$ cat src/rtl/product_bcd_converter.sv
// Sequential binary-to-BCD converter for the signed 8-bit Booth product.
// Converts |product| to three BCD digits plus sign with double dabble, one bit per clock.
module product_bcd_converter (
    input  logic       clk,
    input  logic       rstEx,
    input  logic       start,
    input  logic [7:0] product,
    output logic [3:0] hundreds,
    output logic [3:0] tens,
    output logic [3:0] ones,
    output logic       negative,
    output logic       busy,
    output logic       valid
);

    // state | meaning
    // IDLE  | waiting for start; accepts start even during the valid pulse
    // CONV  | eight add-3/shift iterations, one per clock
    // DONE  | copy scratch to output digits and raise valid
    typedef enum logic [1:0] {
        IDLE = 2'd0,
        CONV = 2'd1,
        DONE = 2'd2
    } state_t;

    state_t      state_q, state_d;
    logic [3:0]  cnt_q, cnt_d;
    logic [11:0] scratch_q, scratch_d;
    logic [7:0]  mag_q, mag_d;
    logic        neg_q, neg_d;
    logic [3:0]  hund_q, hund_d;
    logic [3:0]  tens_q, tens_d;
    logic [3:0]  ones_q, ones_d;
    logic        negative_q, negative_d;
    logic        valid_q, valid_d;

    logic [11:0] adj;
    logic [19:0] shifted;

    function automatic logic [3:0] add3(input logic [3:0] nib);
        return (nib >= 4'd5) ? (nib + 4'd3) : nib;
    endfunction

    always_comb begin
        adj     = {add3(scratch_q[11:8]), add3(scratch_q[7:4]), add3(scratch_q[3:0])};
        shifted = {adj[10:0], mag_q, 1'b0};
    end

    always_comb begin
        state_d    = state_q;
        cnt_d      = cnt_q;
        scratch_d  = scratch_q;
        mag_d      = mag_q;
        neg_d      = neg_q;
        hund_d     = hund_q;
        tens_d     = tens_q;
        ones_d     = ones_q;
        negative_d = negative_q;
        valid_d    = 1'b0;

        unique case (state_q)
            IDLE: begin
                if (start) begin
                    // -128 negates to 0x80, which is the correct unsigned magnitude
                    mag_d     = product[7] ? (~product + 8'd1) : product;
                    neg_d     = product[7];
                    scratch_d = 12'd0;
                    cnt_d     = 4'd0;
                    state_d   = CONV;
                end
            end
            CONV: begin
                scratch_d = shifted[19:8];
                mag_d     = shifted[7:0];
                cnt_d     = cnt_q + 4'd1;
                if (cnt_q == 4'd7) begin
                    state_d = DONE;
                end
            end
            DONE: begin
                hund_d     = scratch_q[11:8];
                tens_d     = scratch_q[7:4];
                ones_d     = scratch_q[3:0];
                negative_d = neg_q;
                valid_d    = 1'b1;
                state_d    = IDLE;
            end
            default: begin
                state_d = IDLE;
            end
        endcase
    end

    always_ff @(posedge clk or negedge rstEx) begin
        if (!rstEx) begin
            state_q    <= IDLE;
            cnt_q      <= 4'd0;
            scratch_q  <= 12'd0;
            mag_q      <= 8'd0;
            neg_q      <= 1'b0;
            hund_q     <= 4'd0;
            tens_q     <= 4'd0;
            ones_q     <= 4'd0;
            negative_q <= 1'b0;
            valid_q    <= 1'b0;
        end else begin
            state_q    <= state_d;
            cnt_q      <= cnt_d;
            scratch_q  <= scratch_d;
            mag_q      <= mag_d;
            neg_q      <= neg_d;
            hund_q     <= hund_d;
            tens_q     <= tens_d;
            ones_q     <= ones_d;
            negative_q <= negative_d;
            valid_q    <= valid_d;
        end
    end

    // The valid cycle still counts as busy, although the FSM is already back in IDLE
    assign busy     = (state_q != IDLE) || valid_q;
    assign valid    = valid_q;
    assign hundreds = hund_q;
    assign tens     = tens_q;
    assign ones     = ones_q;
    assign negative = negative_q;

endmodule
$ cat config.mk
export PLATFORM = sky130hd
export DESIGN_NAME = product_bcd_converter
export DESIGN_NICKNAME = d
export VERILOG_FILES = /design/src/rtl/product_bcd_converter.sv
export SDC_FILE = /design/constraint.sdc
export NUM_CORES = 1
export LEC_CHECK = 0
export CAP_MARGIN = 20
export CORE_MARGIN = 1
export CORE_UTILIZATION = 58
export DETAILED_ROUTE_END_ITERATION = 8
export GPL_TIMING_DRIVEN = 0
export PLACE_DENSITY = 0.83
export SLEW_MARGIN = 20
export SYNTH_ARGS = -nofsm -noshare
export SYNTH_HDL_FRONTEND = slang
export SYNTH_SLANG_ARGS = --single-unit
$ cat constraint.sdc
create_clock -name clk -period 3.03 [get_ports clk]
set_clock_uncertainty 0.1 [all_clocks]
set_input_delay 0.4545 -clock clk [delete_from_list [all_inputs] [get_ports clk]]
set_output_delay 0.4545 -clock clk [all_outputs]
set_load 0.005 [all_outputs]
==> impl_summary.txt, run 1 <==
----------------------------------------------------
[Outcome]
  Status ... finished, final reports clean

[Clocking]
  H-tree depth reported by CTS ... 2
  Root buffer cell ... clkbuf_4
  Post-cts repair resize count ... 0
  Number of clock sinks ... 41
  CTS Hold Buffers Added ... 1
  Clock tree from TritonCTS ... built
  Reg clk slew, reported paths ... 0.10 ns
  Buffers from clock root to sink, at most ... 2
  Number of CTS-inserted buffers ... 5
  Clock insertion delay at the later pin of the skew report ... 0.35 ns
  Buffers inserted during post-CTS setup optimization ... 0

[Worst setup path]
  Signal arrival time at the worst endpoint ... approximately 1.7 ns
  Endpoint of the lowest-slack register-to-register path ... scratch_q[6]$_DFFE_PN0P_
  Req. time, crit path ... about 2.5 ns
  Biggest fanout along the worst timing path ... 9
  Worst R2R Start ... state_q[0]$_DFFE_PN0P_
  Type of the worst setup path ... reg2out
  End point of the critical path ... busy
  Cell count of the worst reg-to-reg path ... 5
  Beginning of the critical path ... state_q[0]$_DFFE_PN0P_
  Critical Path Sink Type ... primary output
  Setup slack of the most critical reg-to-reg path ... 1.39 ns
  Startpoint types ... flop

[STA]
  RSZ-0062 raised after global routing ... no
  Final period demand of the worst path ... 2.25 ns
  Number of hold violations in the final report ... 0
  Relative slew margins ... 0.611
  Final slew viol count ... 0
  Final number of setup-violating endpoints ... 0
  Worst Tran Pin Value ... 0.579 ns
  Highest Clock Rate ... 444 MHz
  Final worst hold slack ... 0.391 ns
  Final setup TNS ... 0 ns
  Ratio of final minimum period to clock period ... 0.744

[Finish]
  Area growth from synthesis to final layout ... 19.7%
  Fraction of final layout cells sized beyond drive strength 1 ... 0.100
  Number of nets in the layout ... 247
  Most common cell after layout, fill and taps aside ... dfrtp_1
  Antenna Cells ... 0
  Commonest cells after routing, fill and taps aside ... dfrtp_1, nand2_1, clkdlybuf4s50_1, o21ai_0, inv_1
  Non-Filler Instances ... 273

[Global routing]
  Antenna violations before repair ... 0
  Vias in the first global route ... 1557
  Largest net degree at the start of global routing ... 25
  Gr ovfl total ... 0
  Overall global routing resource usage ... 0.262
  First-pass GRT wire length ... around 6800 um

[Routing]
  Wire per inst ... 14.4 um
  First DRT Iteration DRCs ... 78
  Routed vias ... about 1500
  Number of nets with antenna violations after routing ... 0
  Drt via density ... 5.55
  DRT Pass-1 Iters ... 4
  DRC viols ... 0
  WL final ... 3920 um

[Floorplanning]
  Core area ... 3130 sq um
  Die width ... around 60 um
  Placement Rows ... 20
  Initial core utilization ... 0.627
  # IOs ... 26
  Die Y ... 60.2 um
  Area of the die ... roughly 3600 sq um

[Pwr]
  PD cells ... 873 nW/um^2
  Worst IR Drop VDD ... 0.000464 V
  Total leakage power ... 1.06 nW

[Synth]
  Netlist area before placement ... around 2000 sq um
  Post-Synthesis Cells ... 194
  Number of flip-flops and latches in the synthesized netlist ... 41
  Ys Warns ... 0
  Count of distinct cell types in the synthesized netlist ... 31
  Sequential-to-total area share from yosys stat ... 0.523
  Mean cell area of the mapped netlist ... approximately 10 sq um
  Number of nets in the synthesized netlist ... 213

[Placed design]
  Quantity of I/O buffers inserted on ports ... 25
  Post-Place Cells ... between 200 and 300
  HPWL after DPL ... 2920 um
  Weighted congestion at the end of routability-driven global placement ... just under 0.9

[Run]
  Maxcap violations ... 0

[Hold path]
  Worst Hold Class ... reg2reg
  Hold Path Origin ... cnt_q[3]$_DFFE_PN0P_

----------------------------------------------------
-- cells by family after synthesis --
group           after synthesis  share of synthesized area
compound gates               48                      0.149
xor+xnor                     10                     0.0446
fa+ha+maj                     8                     0.0510
buf+inv                      19                     0.0408
flops                        41                      0.523
mux                           8                     0.0453
simple gates                 60                      0.146
-- synthesized netlist by cell type --
cell,number,area (sq um)
a21boi_0,2,15.0
a21oi_1,6,30.0
a221oi_1,1,8.76
a22oi_1,6,45.0
buf_2,7,35.0
clkbuf_1,2,7.51
dfrtp_1,41,1030
ha_1,8,100
inv_1,10,37.5
mux2_2,7,78.8
mux2i_1,1,10.0
nand2_1,28,105
nand2b_1,5,31.3
nand3_1,8,40.0
nand4_1,1,6.26
nor2_1,3,11.3
nor2b_1,2,12.5
nor3_1,6,30.0
nor3b_1,2,15.0
nor4_1,1,6.26
nor4b_1,1,8.76
o21ai_0,18,90.1
o21ai_1,7,35.0
o21ai_2,1,8.76
o21bai_2,1,11.3
o311ai_0,3,26.3
o31ai_1,3,22.5
or3_1,2,12.5
or4_1,1,7.51
xnor2_1,6,52.6
xor2_1,4,35.0
-- final cells by class --
class	instances	area, sq um
buffer	9	42.5
clock buffer	8	48.8
fill	239	779
inverter	10	37.5
multi-input combinational	134	856
sequential	41	1030
tap	44	55.1
timing repair buffer	27	283
-- where the power goes --
| group | leakage (nW) | internal, mW | switching [mW] |
|---|---|---|---|
| clock | 0.0265 | 0.0926 | 0.165 |
| combinational | 0.497 | 0.426 | 0.444 |
| sequential | 0.537 | 0.765 | 0.159 |
-- worst min-delay path by stage --
| stage | end | slack [ns] | cells after the start |
|---|---|---|---|
| 2_1_floorplan | cnt_q[0]$_DFFE_PN0P_ | 0.06 | 0 |
| 3_3_place_gp | scratch_q[0]$_DFFE_PN0P_ | 0.36 | 2 |
| 3_5_place_dp | tens[3]$_DFFE_PN0P_ | 0.33 | 1 |
| 4_1_cts | state_q[1]$_DFFE_PN0P_ | 0.39 | 1 |
| 5_1_grt | state_q[1]$_DFFE_PN0P_ | 0.41 | 1 |
| 6_report | state_q[1]$_DFFE_PN0P_ | 0.39 | 1 |
-- stage by stage --
stage / instance area (sq um) / power, mW / util / setup slack [ns]
2_1_floorplan: 1960 / 1.45 / - / 1.49
3_3_place_gp: 2270 / 1.73 / 0.725 / 0.483
3_5_place_dp: 2290 / 1.81 / 0.732 / 0.926
4_1_cts: 2350 / 2.06 / 0.751 / 0.750
5_1_grt: 2350 / 2.23 / 0.751 / 0.678
6_report: 2350 / 2.05 / 0.751 / 0.777
-- critical path: stages (launching register included) --
cell and delay (ns):
dfrtp_1 0.37, buf_2 0.16, or3_1 0.37, clkdlybuf4s50_1 0.45
-- registers in the layout, summed over array words and instances, names as in the netlist --
name	cells
scratch_q	12
negative	1
state_q	2
tens	4
hundreds	4
neg_q	1
valid	1
ones	4
cnt_q	4
mag_q	8
-- routing by layer --
layer,vias up,global-route usage,part of all wire
li1,742,-,-
met1,719,0.297,0.42
met2,47,0.438,0.52
met3,7,0.0779,0.045
met4,0,0.143,0.017
met5,-,0,0
No activity file was read; power rests on OpenSTA's default activity.
==> run 2: changes to the inputs <==
Settings changed: CORE_UTILIZATION 58 to 54, PLACE_DENSITY 0.83 to 0.78.
Clock period 3.03 ns to 2.2 ns, I/O delays scaled along.
==> run 2 against run 1 <==
  * Clock power is 44% higher
  * Hold slack worse by 0.049 ns
  * Final cell count stayed put
  * Combinational power is 35% higher
  * Largest cell class unchanged
  * Via count is 0.40% higher
  * Largest power group unchanged
==> impl_summary.txt, run 2 (synthesis results as in run 1) <==
----------------------------------------------------
[Clocking]
  Reg clk slew, reported paths ... 0.11 ns (was 0.10 ns)
  H-tree depth reported by CTS ... 2 (unchanged)
  Number of CTS-inserted buffers ... 5 (unchanged)
  Clock tree from TritonCTS ... built (unchanged)
  Buffers inserted during post-CTS setup optimization ... 0 (unchanged)
  Clock insertion delay at the later pin of the skew report ... 0.33 ns (was 0.35 ns)
  Root buffer cell ... clkbuf_4 (unchanged)
  Buffers from clock root to sink, at most ... 2 (unchanged)
  Number of clock sinks ... 41 (unchanged)

[Routing]
  WL final ... 3810 um (was 3920 um)
  Routed vias ... 1521 (was 1515)
  Number of nets with antenna violations after routing ... 0 (unchanged)
  Drt via density ... 5.57 (was 5.55)
  DRT Pass-1 Iters ... 4 (unchanged)
  First DRT Iteration DRCs ... 92 (was 78)
  Wire per inst ... 13.9 um (was 14.4 um)
  DRC viols ... 0 (unchanged)

[Global routing]
  Gr ovfl total ... 0 (unchanged)
  Antenna violations before repair ... 0 (unchanged)
  Overall global routing resource usage ... 0.222 (was 0.262)
  First-pass GRT wire length ... 6730 um (was 6760 um)
  Largest net degree at the start of global routing ... 26 (was 25)
  Vias in the first global route ... 1514 (was 1557)

[STA]
  Final setup TNS ... 0 ns (unchanged)
  Final period demand of the worst path ... 2.09 ns
  Ratio of final minimum period to clock period ... 0.952
  Relative slew margins ... 0.589 (was 0.611)
  Number of hold violations in the final report ... 0 (unchanged)
  Worst Tran Pin Value ... 0.612 ns (was 0.579 ns)
  Highest Clock Rate ... ~480 MHz
  RSZ-0062 raised after global routing ... no (unchanged)
  Final slew viol count ... 0 (unchanged)
  Final number of setup-violating endpoints ... 0 (unchanged)
  Crit path setup slack, layout ... 0.107 ns (was 0.777 ns)

[Floorplanning]
  Core area ... 3420 sq um (was 3130 sq um)
  Die width ... 62.3 um (was 60.2 um)
  Placement Rows ... 21 (was 20)
  Area of the die ... 3880 sq um (was 3620 sq um)
  # IOs ... 26 (unchanged)
  Die Y ... 62.3 um (was 60.2 um)
  Initial core utilization ... 0.574 (was 0.627)

[Placed design]
  HPWL after DPL ... 2790 um (was 2920 um)
  Weighted congestion at the end of routability-driven global placement ... 0.851 (was 0.889)
  Total placed instance area ... 2280 sq um (was 2290 sq um)
  Quantity of I/O buffers inserted on ports ... 25 (unchanged)
  Worst slack after detailed placement ... 0.187 ns (was 0.926 ns)

[Finish]
  Commonest cells after routing, fill and taps aside ... dfrtp_1, nand2_1, clkdlybuf4s50_1, o21ai_0, inv_1 (unchanged)
  Number of nets in the layout ... 246 (was 247)
  Register name with the most flops ... scratch_q (unchanged)
  Antenna Cells ... 0 (unchanged)
  Post-layout utilization of the core ... 0.686 (was 0.751)
  Area growth from synthesis to final layout ... 19.5% (was 19.7%)
  Fraction of final layout cells sized beyond drive strength 1 ... 0.101 (was 0.100)
  Most common cell after layout, fill and taps aside ... dfrtp_1 (unchanged)
  Number of fillers in the final layout ... 279 (was 239)
  Cell area after layout ... 2340 sq um (was 2350 sq um)
  Largest register FFs ... 12 (unchanged)
  Registers with the most flip-flops ... scratch_q: 12 flops, mag_q: 8 flops (unchanged)

[Worst setup path]
  Critical Path Sink Type ... primary output (unchanged)
  Type of the worst setup path ... reg2out (unchanged)
  Req. time, crit path ... 1.77 ns (was 2.48 ns)
  Startpoint types ... flop (unchanged)
  Cell count of the worst reg-to-reg path ... 4 (was 5)
  Biggest fanout along the worst timing path ... 10 (was 9)
  Signal arrival time at the worst endpoint ... 1.66 ns (was 1.70 ns)
  Beginning of the critical path ... state_q[1]$_DFFE_PN0P_ (was state_q[0]$_DFFE_PN0P_)
  Worst R2R Start ... state_q[0]$_DFFE_PN0P_ (unchanged)

[Outcome]
  Status ... finished, final reports clean (unchanged)

[Pwr]
  Total leakage power ... 1.06 nW (about the same)
  PD cells ... 1200 nW/um^2 (was 873 nW/um^2)
  Worst IR Drop VDD ... 0.000596 V (was 0.000464 V)
  Overall power consumption ... 2.82 mW (was 2.05 mW)

[Run]
  Maxcap violations ... 0 (unchanged)

[Hold path]
  Worst Hold Class ... in2async (was reg2reg)

----------------------------------------------------
[run 2: cell types whose count changed in the layout (fill, tap and decap cells not counted), sizes merged]
cell | before | now
buf | 9 | 8
clkbuf | 10 | 9
[run 2: path summary, 6_finish.rpt]
check | slack [ns] | end
setup / recovery | 0.11 | busy
hold / removal | 0.34 | scratch_q[7]$_DFFE_PN0P_
setup reg to reg | 0.57 | scratch_q[10]$_DFFE_PN0P_
hold reg to reg | 0.39 | tens[0]$_DFFE_PN0P_
max in group asynchronous | 1.20 | cnt_q[1]$_DFFE_PN0P_
min in group clk | 0.39 | tens[0]$_DFFE_PN0P_
[run 2: report_power, final]
| part | internal (mW) | leakage (nW) | switching [mW] | total, mW |
|---|---|---|---|---|
| Combinational | 0.577 | 0.491 | 0.588 | 1.17 |
| Sequential | 1.05 | 0.537 | 0.228 | 1.28 |
| Clock | 0.151 | 0.0314 | 0.218 | 0.369 |
| Total | 1.78 | 1.06 | 1.03 | 2.82 |
[run 2: timing repair]
item | CTS | global route
hold buffers | 1 | 0
setup endpoints to repair | 0 | 1
gates resized for setup | 0 | 0
hold endpoints to repair | 16 | 0
[run 2: stage by stage]
| stage | instances | hold slack (ns) |
|---|---|---|
| final | 273 | 0.342 |
| after detailed placement | 266 | 0.178 |
| after global placement | 265 | 0.363 |
| after global routing | 273 | 0.362 |
| after floorplan | 194 | -0.0656 |
| after CTS | 274 | 0.359 |
[run 2: critical path, cell delays in order (launching register included)]
cell,delay [ns]
dfrtp_1,0.37
buf_2,0.16
or3_1,0.35
clkdlybuf4s50_1,0.45
[run 2: area by class of cell]
type	instances	area, sq um	area share
timing repair buffer	27	275	0.117
multi-input combinational	134	856	0.365
clock buffer	7	55.1	0.0235
tap	46	57.6	0.0245
inverter	10	37.5	0.0160
sequential	41	1030	0.438
buffer	8	37.5	0.0160
[run 2: metal layers]
layer  share of wire  GRT usage  vias to the layer above
met5               0          0                        -
met4          0.0097     0.0610                        0
met3           0.050     0.0588                        5
met2            0.50      0.404                       47
met1            0.44      0.255                      727
li1                -          -                      742
==> run 3: changes to the inputs <==
Settings changed: CELL_PAD_IN_SITES_DETAIL_PLACEMENT set to 1, CELL_PAD_IN_SITES_GLOBAL_PLACEMENT set to 1, CORE_UTILIZATION 54 to 42, CTS_CLUSTER_SIZE set to 8, PLACE_DENSITY 0.78 to not set, PLACE_DENSITY_LB_ADDON set to 0.1.
==> run 3 against run 2 <==
  * Total power rose by 16%
  * Register-to-register slack got worse by 0.17 ns
  * Wire length rose by 28%
  * Non-clock buffer count is 1 higher
  * Clock power is 100% higher
  * Hold slack improved by 0.042 ns
  * Cell area grew 4.4%
  * Largest power group unchanged
==> impl_summary.txt, run 3 (synthesis results as in run 1) <==
----------------------------------------------------
[Floorplanning]
  Placement Rows ... 24 (was 21)
  Initial core utilization ... 0.444 (was 0.574)
  # IOs ... 26 (unchanged)
  Die Y ... 70.3 um (was 62.3 um)
  Area of the die ... 4950 sq um (was 3880 sq um)
  Die width ... 70.3 um (was 62.3 um)
  Core area ... 4410 sq um (was 3420 sq um)

[Worst setup path]
  Signal arrival time at the worst endpoint ... 1.67 ns (was 1.66 ns)
  Startpoint types ... flop (unchanged)
  End point of the critical path ... busy (unchanged)
  Endpoint of the lowest-slack register-to-register path ... scratch_q[5]$_DFFE_PN0P_ (was scratch_q[10]$_DFFE_PN0P_)
  Worst R2R Start ... scratch_q[4]$_DFFE_PN0P_ (was state_q[0]$_DFFE_PN0P_)
  Biggest fanout along the worst timing path ... 10 (unchanged)
  Cell count of the worst reg-to-reg path ... 6 (was 4)
  Setup slack of the most critical reg-to-reg path ... 0.40 ns (was 0.57 ns)
  Beginning of the critical path ... state_q[1]$_DFFE_PN0P_ (unchanged)
  Critical Path Sink Type ... primary output (unchanged)
  Req. time, crit path ... 1.77 ns (about the same)
  Type of the worst setup path ... reg2out (unchanged)

[Routing]
  DRC viols ... 0 (unchanged)
  WL final ... 4880 um (was 3810 um)
  Routed vias ... 1550 (was 1521)
  First DRT Iteration DRCs ... 53 (was 92)
  Drt via density ... 5.52 (was 5.57)
  DRT Pass-1 Iters ... 4 (unchanged)
  Wire per inst ... 17.4 um (was 13.9 um)
  Routed wire length on met2 ... 2560 um (was 1890 um)
  Highest metal layer with signal wires ... met4 (unchanged)
  Number of nets with antenna violations after routing ... 0 (unchanged)
  Met3 routed wirelength ... 178 um (was 190 um)
  Met1 wire length ... 2030 um (was 1690 um)

[STA]
  Final number of setup-violating endpoints ... 0 (unchanged)
  Relative slew margins ... 0.568 (was 0.589)
  Highest Clock Rate ... 475 MHz (was 478 MHz)
  Final worst hold slack ... 0.384 ns (was 0.342 ns)
  RSZ-0062 raised after global routing ... no (unchanged)
  Final period demand of the worst path ... 2.10 ns (was 2.09 ns)
  Final slew viol count ... 0 (unchanged)
  Worst Tran Pin Value ... 0.643 ns (was 0.612 ns)
  Number of hold violations in the final report ... 0 (unchanged)
  Ratio of final minimum period to clock period ... 0.957 (was 0.952)

[Placed design]
  Quantity of I/O buffers inserted on ports ... 25 (unchanged)
  Weighted congestion at the end of routability-driven global placement ... 0.741 (was 0.851)
  HPWL after DPL ... 3520 um (was 2790 um)

[Run]
  Maxcap violations ... 0 (unchanged)

[Finish]
  Antenna Cells ... 0 (unchanged)
  Fraction of final layout cells sized beyond drive strength 1 ... 0.114 (was 0.101)
  Register name with the most flops ... scratch_q (unchanged)
  Number of nets in the layout ... 247 (was 246)
  Area growth from synthesis to final layout ... 24.7% (was 19.5%)
  Registers with the most flip-flops ... scratch_q: 12 flops, mag_q: 8 flops (unchanged)
  Post-layout utilization of the core ... 0.554 (was 0.686)
  Most common cell after layout, fill and taps aside ... dfrtp_1 (unchanged)
  Commonest cells after routing, fill and taps aside ... dfrtp_1, nand2_1, clkdlybuf4s50_1, o21ai_0, inv_1 (unchanged)
  Largest register FFs ... 12 (unchanged)

[Clocking]
  Root buffer cell ... clkbuf_8 (was clkbuf_4)
  Number of CTS-inserted buffers ... 5 (unchanged)
  H-tree depth reported by CTS ... 2 (unchanged)
  Clock insertion delay at the later pin of the skew report ... 0.30 ns (was 0.33 ns)
  Reg clk slew, reported paths ... 0.09 ns (was 0.11 ns)
  Buffers from clock root to sink, at most ... 2 (unchanged)
  Post-cts repair resize count ... 0 (unchanged)
  Number of clock sinks ... 41 (unchanged)
  Clock tree from TritonCTS ... built (unchanged)

[Global routing]
  Vias in the first global route ... 1703 (was 1514)
  Antenna violations before repair ... 0 (unchanged)
  Largest net degree at the start of global routing ... 25 (was 26)
  Overall global routing resource usage ... 0.225 (was 0.222)
  First-pass GRT wire length ... 8400 um (was 6730 um)
  Gr ovfl total ... 0 (unchanged)

[Pwr]
  Total leakage power ... 1.10 nW (was 1.06 nW)
  PD cells ... 1340 nW/um^2 (was 1200 nW/um^2)
  Worst IR Drop VDD ... 0.000569 V (was 0.000596 V)

[Outcome]
  Status ... finished, final reports clean (unchanged)

[Hold path]
  Worst Hold Class ... reg2reg (was in2async)

----------------------------------------------------
run 3: cell count changes in the layout (fill, tap and decap cells not counted):
cell       previous run  this run
clkbuf_1              3         2
buf_16                0         1
bufinv_16             0         2
inv_6                 0         1
buf_2                 7         8
buf_12                1         0
clkbuf_8              1         5
clkbuf_4              5         0
run 3: repair_timing:
item	CTS	global route
endpoints found under the setup margin	0	0
setup buffers	0	0
hold endpoints to repair	17	0
hold buffers	1	0
run 3: report_power, final:
part           total (mW)  internal [mW]  switching [mW]
clock               0.737          0.457           0.280
combinational        1.25          0.587           0.663
sequential           1.29           1.05           0.231
run 3: worst max-delay path: stages (launching register included):
cell and delay [ns]:
dfrtp_1 0.37, buf_2 0.18, or3_1 0.36, clkdlybuf4s50_1 0.45
run 3: metrics by stage:
stage / worst slack (ns) / std cells / total power, mW / TNS (ns) / cell area (sq um)
after floorplan: 0.780 / 194 / 2.00 / 0 / 1960
after global placement: -0.297 / 271 / 2.41 / -12.12 / 2280
after detailed placement: 0.178 / 272 / 2.54 / 0 / 2300
after CTS: 0.0917 / 281 / 3.31 / 0 / 2450
after global routing: 0.0249 / 281 / 3.51 / 0 / 2450
final: 0.0951 / 281 / 3.27 / 0 / 2450
run 3: cell type report:
| cell class | instances | area, sq um |
|---|---|---|
| plain buffers | 9 | 42.5 |
| clock buffers | 5 | 68.8 |
| clock inverters | 3 | 68.8 |
| fillers | 498 | 1970 |
| inverters | 10 | 37.5 |
| multi-input cells | 134 | 856 |
| flip-flops and latches | 41 | 1030 |
| well taps | 52 | 65.1 |
| repair buffers | 27 | 283 |
run 3: worst min path at each step:
stage                                   end  cells after the start  slack (ns)                    start
global placement          neg_q$_DFFE_PN0P_                      2        0.36        neg_q$_DFFE_PN0P_
global route            tens[1]$_DFFE_PN0P_                      2        0.41      tens[1]$_DFFE_PN0P_
finish              hundreds[1]$_DFFE_PN0P_                      2        0.38  hundreds[1]$_DFFE_PN0P_
CTS                 hundreds[1]$_DFFE_PN0P_                      2        0.39  hundreds[1]$_DFFE_PN0P_
detailed placement      tens[3]$_DFFE_PN0P_                      1        0.20                    rstEx
floorplan              cnt_q[0]$_DFFE_PN0P_                      0       -0.07                    rstEx
run 3: per-layer routing:
layer	vias up	global-route usage
li1	739	-
met1	769	0.255
met2	31	0.411
met3	11	0.0447
met4	0	0.0889
met5	-	0
